## src/rtl/alu_req_arbiter.sv

```systemverilog
// ---------------------------------------------------------------------------
// alu_req_arbiter
//
// Shares one ALU datapath between N_REQ requesters. One operation at a time is
// accepted (round-robin), its operands are latched, the ALU is driven for one
// cycle, and after ALU_LATENCY cycles the ALU result is captured and returned
// to the originating requester with a one-cycle valid pulse. All ALU inputs are
// held at zero outside the issue cycle to keep the datapath quiet.
//
// Ports:
//   clk        in   clock
//   async_rst  in   asynchronous active-low reset
//   req        in   [N_REQ]              level request per requester
//   req_fun    in   [N_REQ*FUN_WIDTH]    function code, requester i at i*FUN_WIDTH
//   req_a/b    in   [N_REQ*DATA_WIDTH]   operands, requester i at i*DATA_WIDTH
//   req_ack    out  [N_REQ]              one-hot pulse: request accepted
//   rsp_valid  out  [N_REQ]              one-hot pulse: rsp_data is for requester i
//   rsp_data   out  [DATA_WIDTH]         captured ALU result, held until next capture
//   busy       out                       high whenever not IDLE
//   alu_en     out                       ALU enable (one cycle per operation)
//   alu_fun    out  [FUN_WIDTH]          ALU function
//   alu_a/b    out  [DATA_WIDTH]         ALU operands
//   alu_out    in   [DATA_WIDTH]         ALU registered result
//
// Handshake: a requester raises req with stable fun/a/b; the arbiter samples
// it only while IDLE, answers with a one-cycle req_ack, after which the
// requester drops req. Later, rsp_valid pulses for one cycle with rsp_data.
// A req still high in the IDLE cycle after rsp_valid is a new request.
// ---------------------------------------------------------------------------
module alu_req_arbiter #(
    parameter int DATA_WIDTH  = 16,
    parameter int FUN_WIDTH   = 4,
    parameter int N_REQ       = 2,
    parameter int ALU_LATENCY = 1
) (
    input  logic                          clk,
    input  logic                          async_rst,
    input  logic [N_REQ-1:0]              req,
    input  logic [N_REQ*FUN_WIDTH-1:0]    req_fun,
    input  logic [N_REQ*DATA_WIDTH-1:0]   req_a,
    input  logic [N_REQ*DATA_WIDTH-1:0]   req_b,
    output logic [N_REQ-1:0]              req_ack,
    output logic [N_REQ-1:0]              rsp_valid,
    output logic [DATA_WIDTH-1:0]         rsp_data,
    output logic                          busy,
    output logic                          alu_en,
    output logic [FUN_WIDTH-1:0]          alu_fun,
    output logic [DATA_WIDTH-1:0]         alu_a,
    output logic [DATA_WIDTH-1:0]         alu_b,
    input  logic [DATA_WIDTH-1:0]         alu_out
);

    localparam int IDX_W = (N_REQ > 1) ? $clog2(N_REQ) : 1;
    localparam int CNT_W = $clog2(ALU_LATENCY + 1);

    typedef enum logic [1:0] {
        ST_IDLE  = 2'd0,
        ST_ISSUE = 2'd1,
        ST_WAIT  = 2'd2
    } state_t;

    state_t                  state_q, state_d;
    logic [IDX_W-1:0]        ptr_q, ptr_d;
    logic [IDX_W-1:0]        g_q, g_d;
    logic [CNT_W-1:0]        cnt_q, cnt_d;
    logic [FUN_WIDTH-1:0]    fun_q, fun_d;
    logic [DATA_WIDTH-1:0]   a_q, a_d;
    logic [DATA_WIDTH-1:0]   b_q, b_d;
    logic [DATA_WIDTH-1:0]   rsp_data_q, rsp_data_d;
    logic [N_REQ-1:0]        req_ack_q, req_ack_d;
    logic [N_REQ-1:0]        rsp_valid_q, rsp_valid_d;

    // Round-robin pick: first set req bit scanning ptr, ptr+1, ... wrapping at N_REQ.
    logic                    sel_found;
    logic [IDX_W-1:0]        sel_idx;

    always_comb begin
        int scan;
        sel_found = 1'b0;
        sel_idx   = '0;
        scan      = 0;
        for (int i = 0; i < N_REQ; i++) begin
            scan = int'(ptr_q) + i;
            if (scan >= N_REQ) begin
                scan = scan - N_REQ;
            end
            if (!sel_found && req[IDX_W'(scan)]) begin
                sel_found = 1'b1;
                sel_idx   = IDX_W'(scan);
            end
        end
    end

    // Next-state and datapath latching.
    always_comb begin
        state_d     = state_q;
        ptr_d       = ptr_q;
        g_d         = g_q;
        cnt_d       = cnt_q;
        fun_d       = fun_q;
        a_d         = a_q;
        b_d         = b_q;
        rsp_data_d  = rsp_data_q;
        req_ack_d   = '0;
        rsp_valid_d = '0;

        case (state_q)
            ST_IDLE: begin
                if (sel_found) begin
                    g_d            = sel_idx;
                    fun_d          = req_fun[sel_idx*FUN_WIDTH +: FUN_WIDTH];
                    a_d            = req_a[sel_idx*DATA_WIDTH +: DATA_WIDTH];
                    b_d            = req_b[sel_idx*DATA_WIDTH +: DATA_WIDTH];
                    req_ack_d[sel_idx] = 1'b1;
                    state_d        = ST_ISSUE;
                end
            end
            ST_ISSUE: begin
                cnt_d   = CNT_W'(ALU_LATENCY);
                // Priority moves past the requester just served.
                ptr_d   = (g_q == IDX_W'(N_REQ - 1)) ? '0 : g_q + IDX_W'(1);
                state_d = ST_WAIT;
            end
            ST_WAIT: begin
                cnt_d = cnt_q - CNT_W'(1);
                if (cnt_q == CNT_W'(1)) begin
                    rsp_data_d       = alu_out;
                    rsp_valid_d[g_q] = 1'b1;
                    state_d          = ST_IDLE;
                end
            end
            default: begin
                state_d = ST_IDLE;
            end
        endcase
    end

    always_ff @(posedge clk or negedge async_rst) begin
        if (!async_rst) begin
            state_q     <= ST_IDLE;
            ptr_q       <= '0;
            g_q         <= '0;
            cnt_q       <= '0;
            fun_q       <= '0;
            a_q         <= '0;
            b_q         <= '0;
            rsp_data_q  <= '0;
            req_ack_q   <= '0;
            rsp_valid_q <= '0;
        end else begin
            state_q     <= state_d;
            ptr_q       <= ptr_d;
            g_q         <= g_d;
            cnt_q       <= cnt_d;
            fun_q       <= fun_d;
            a_q         <= a_d;
            b_q         <= b_d;
            rsp_data_q  <= rsp_data_d;
            req_ack_q   <= req_ack_d;
            rsp_valid_q <= rsp_valid_d;
        end
    end

    // ALU drive is gated by the ISSUE state so operands never toggle the
    // datapath outside the single issue cycle.
    always_comb begin
        alu_en  = (state_q == ST_ISSUE);
        alu_fun = alu_en ? fun_q : '0;
        alu_a   = alu_en ? a_q   : '0;
        alu_b   = alu_en ? b_q   : '0;
    end

    assign busy      = (state_q != ST_IDLE);
    assign req_ack   = req_ack_q;
    assign rsp_valid = rsp_valid_q;
    assign rsp_data  = rsp_data_q;

endmodule

```

## config.mk

```make
export PLATFORM = sky130hd
export DESIGN_NAME = alu_req_arbiter
export DESIGN_NICKNAME = d
export VERILOG_FILES = /design/src/rtl/alu_req_arbiter.sv
export SDC_FILE = /design/constraint.sdc
export NUM_CORES = 1
export LEC_CHECK = 0
export CORE_MARGIN = 8
export CORE_UTILIZATION = 44
export CTS_BUF_LIST = sky130_fd_sc_hd__clkbuf_4 sky130_fd_sc_hd__clkbuf_8
export CTS_CLUSTER_DIAMETER = 200
export DETAILED_ROUTE_END_ITERATION = 7
export GPL_TIMING_DRIVEN = 0
export PLACE_DENSITY = 0.95
export SETUP_SLACK_MARGIN = 0.5
export SLEW_MARGIN = 0
export SYNTH_ARGS = -nofsm -noshare
export SYNTH_HDL_FRONTEND = slang
export SYNTH_SLANG_ARGS = --single-unit
```

## constraint.sdc

```tcl
create_clock -name clk -period 2.8 [get_ports clk]
set_input_delay 0.42 -clock clk [delete_from_list [all_inputs] [get_ports clk]]
set_output_delay 0.42 -clock clk [all_outputs]
set_load 0.02 [all_outputs]
```

[Word level (Yosys, flattened, before mapping)]
Index checks and enable logic that the tools add are counted.
Word-level totals
  output and inout port bits: 58
  bits in registers: 61
  word-level logic and storage cells: 66
  input bits: 92
Cells by class
  equality and inequality tests: 4
  magnitude comparators: 8
  multiplexer cells: 26
  $add $sub $neg: 5
  reductions and logical operators: 10
  shift-type cells: 3
Operators by type and width (number)
  indexed part select 32 x 6 -> 16 bit: 2
  two-way mux 16 bit: 2
  two-way mux 1 bit: 13
  two-way mux 2 bit: 6
  indexed part select 8 x 4 -> 4 bit: 1
  < comparator 1 x 3 -> 1 bit (second input constant): 2
  case mux 2 bit (3 select lines): 1
  AND reduction 2 bit: 3
  < comparator 1 x 2 -> 1 bit (second input constant): 2
  two-way mux 4 bit: 1
  != test 2 bit (second input constant): 2
  nonzero test 2 bit: 2
  logical AND 1 bit: 3
  subtractor 1 bit (second input constant): 3
  adder 1 x 1 -> 2 bit (second input constant): 1
  demux 1 bit (select 1 bit): 2
  equality test 2 x 1 -> 1 bit (second input constant): 1
  equality test 2 bit (second input constant): 1
  >= comparator 1 bit (second input constant): 2
  >= comparator 1 x 2 -> 1 bit (second input constant): 1
  >= comparator 2 bit (second input constant): 1
  zero test 2 bit: 1
  case mux 1 bit (2 select lines): 1
  adder 1 bit (second input constant): 1
  zero test 1 bit: 1

[Depth between registers and ports, before layout]
  depth after elaboration: 15
  mapped depth: 7
  mapped depth without buffers: 5

[Worst setup path after synthesis]
No wires, ideal clock.
  path type: reg2out
  start point: register state_q[1]
  end point: output alu_a[10]
  path buffers: 2
  cell stages (with the launch flop): 6
  data arrival time: 1.475 ns
  slack: 0.905 ns
  data required time: 2.380 ns
  cells stage by stage: dfrtp_1 inv_1 ha_1 clkbuf_1 clkbuf_1 and2_1
On the way
  word-level cells in the longest chain between the ends: 2
RTL lines
  from (decl): line 62  | state_t state_q, state_d;
  from (signal assigned): line 151  | state_q <= state_d;
  equality test 2 x 1 -> 1 bit: line 167  | alu_en = (state_q == ST_ISSUE);
  via alu_en: line 46  | output logic alu_en,
  two-way mux 16 bit: line 169  | alu_a = alu_en ? a_q : '0;
  to (decl): line 48  | output logic [DATA_WIDTH-1:0] alu_a,
The timed path passes the listed nets, and every way through them passes these cells.

[Final worst setup path]
  start point: register state_q[1]
  end point: output alu_b[2]
On the way
  word-level cells in the longest chain between the ends: 2
RTL lines
  equality test 2 x 1 -> 1 bit: line 167
  two-way mux 16 bit: line 170  | alu_b = alu_en ? b_q : '0;
  to (decl): line 49  | output logic [DATA_WIDTH-1:0] alu_b,
Every way passes these cells.

==> reports/metrics.csv <==
metric;value;unit
commonest non-fill, non-tap cells in the layout;111 x clkdlybuf4s50_1, 61 x dfrtp_1, 39 x nor2_1;
P_int;3.28;mW
Final setup viols;0;
leakage power;2.20;nW
WP depth;6;
vias in the first global route;2764;
Combinational Power Share;54.7;%
GRT busiest layer;met2;
DR vias/cell;4.86;
sw frac;38.1;%
Pwr Density;1110;nW/um^2
MaxCap Viol Count;0;
post-synthesis average cell area;11.2;um^2
CTS buffer count;9;
CP arrival;1790;ps
worst vdd ir;0.000688;V
critical path's top delay family;buffers and inverters;
DR WL/cell;16.8;um
met1 Track Usage GR;17.6;%
Placed Instance Area;4540;um^2
sequential power share;28.7;%
Final Critical Period;2210;ps
DP Wirelength;6.76;mm
Worst Hold Class;in2async;
initial antenna violation count;0;
Fin Setup TNS;0;ps
clock power share;16.6;%
Compound-Gate Fraction of Synth Area;6.51;%
P&R area growth vs syn;61.7;%
Routed Antenna Nets;0;
adder-cell share of the synthesized area;2.13;%
Mapped Area;2940;um^2
Die Span Y;97.8;um
crit path kind;reg2out;
mux contribution to synthesized area;20.9;%
Post-Syn Nets;359;
Crit Path Max Fanout;10;
Port Buffers;148;
diode count;0;
CTS clk-pin slew, worst paths;70;ps
slowest CP cell;dfrtp_1;
Nets;519;
routability cong.;0.783;
total grt overflow;0;
Critical Path RT;2380;ps
total power;5.30;mW
post-synthesis sequential area ratio;51.9;%
Design Area, Final;4760;um^2
RR Startpoint;state_q[0];
Post-Synth XOR/XNOR Area;0;%
post-synth cell types;17;
Syn. warnings;0;
pin count of the biggest net entering global routing;37;
critical path capture point type;output port;
Num Clock Sinks;61;
gr usage total;17.6;%
RSZ-0062 raised after global routing;no;
fin crit share;78.8;%
Final Hold Fails;0;
First-pass DRT Iterations;4;
Fin Clk Skew;6.21;ps
sw power;2.02;mW
CTS tree;built;
R2R Setup Slk;1180;ps
Syn Inst Count;262;
Clock Path Buffers;2;
Clock Latency Late Sink;320;ps
worst r2r dst;state_q[0];
critical path's largest stage delay;400;ps
hold_ws;114;ps
htree depth;3;
final routed DRC violation total;0;
post-synthesis simple-gate area fraction;13.8;%
Worst-Margin Slew;624;ps
startpoint types;flop;
layout cell share with drive strength beyond 1;18.3;%
Fmax achieved;453;MHz
CP startpoint;state_q[1];
largest family of logic cells by synthesized area;multiplexers;
Worst Path Buf+Inv;4;
Initial Util;44.3;%
final wirelength;8.50;mm
worst-case reg-to-reg path depth;5;
Synth Register Bits;61;
worst setup path end;alu_b[2];
met2 Use GR;32.1;%
GR Util met3;7.33;%
register area;1530;um^2
multi-input logic area;1280;um^2
core area;6640;um^2
Die Wd;97.8;um
Slew headroom;58.4;%
die area;9560;um^2
first-pass GRT wire length;13.4;mm
Iteration-0 DRC Markers;54;
vias;2464;
CTS root buf;clkbuf_8;
Filler cells;491;
crit path cell chain;inv_2 > ha_2 > buf_6 > clkbuf_4 > and2_1 > clkdlybuf4s15_1;
I/O pins;150;
Rows;30;
outcome;finished clean;
most common cell after layout, fill and taps aside;clkdlybuf4s50_1;
final max-slew violation count;0;
[cells by family (layout without fill, tap and decap cells)]
group	after synthesis	count (layout)
DFF	61	61
buffers and inverters	22	187
adders and majority gates	5	5
AOI/OAI and AO/OA	38	38
and+or+nand+nor	80	80
muxes	56	56
[metrics by stage]
step,cells,setup WS [ps],util (%)
global route,507,501,71.6
detailed placement,491,166,68.3
floorplan,262,905,-
CTS,507,432,71.9
global placement,490,-545,68.1
finish,507,593,71.6
[synth_stat cells, drive strengths merged]
master / number / area share [%]
ha: 5 / 2.1
and2: 37 / 7.9
clkbuf: 4 / 0.51
mux2i: 36 / 12
nand2: 2 / 0.51
and3: 2 / 0.43
inv: 4 / 0.51
a21oi: 37 / 6.3
dfrtp: 61 / 52
mux2: 20 / 8.7
nor2: 39 / 5.0
o22ai: 1 / 0.21
buf: 14 / 3.8
[power by group through the flow]
stage                     combinational [mW]  sequential [mW]  clock, mW
after floorplan                         1.64             1.65          0
after global placement                  2.97             1.50          0
after detailed placement                3.06             1.53          0
after CTS                               2.95             1.52      0.905
after global routing                    3.12             1.58      0.935
final                                   2.90             1.52      0.882
[registers in the layout, indices dropped and copies added, names as in the netlist]
register,cells
rsp_valid,2
g_q,1
b_q,16
req_ack,2
ptr_q,1
rsp_data,16
fun_q,4
state_q,2
cnt_q,1
a_q,16
[final cells by class]
class | instances | area share [%]
inverters | 4 | 0.315
clock inverters | 4 | 1.47
plain buffers | 18 | 3.00
flip-flops and latches | 61 | 32.1
repair buffers | 149 | 30.9
multi-input cells | 179 | 26.8
clock buffers | 12 | 3.34
well taps | 80 | 2.10
[metal layers]
layer,vias to the layer above,wire [um]
li1,1196,-
met4,0,137
met3,12,678
met2,85,4490
met1,1171,3200
met5,-,0
[worst min-delay path by stage]
stage,startpoint,end,slack [ps],depth (start not counted)
6_report,async_rst,state_q[1],110,1
5_1_grt,async_rst,state_q[1],140,1
4_1_cts,async_rst,state_q[1],120,1
3_5_place_dp,async_rst,rsp_data[4],470,1
3_3_place_gp,g_q,rsp_valid[0],480,1
2_1_floorplan,async_rst,a_q[0],120,0
[what timing repair did]
item                                    in CTS  in global routing
endpoints found under the setup margin      36                 20
endpoints found under the hold margin        0                  0
setup buffers                                0                  0
cloned                                       0                  0
resized for setup                           77                 10
hold buffers                                 0                  0
(Power assumes the default switching activity.)
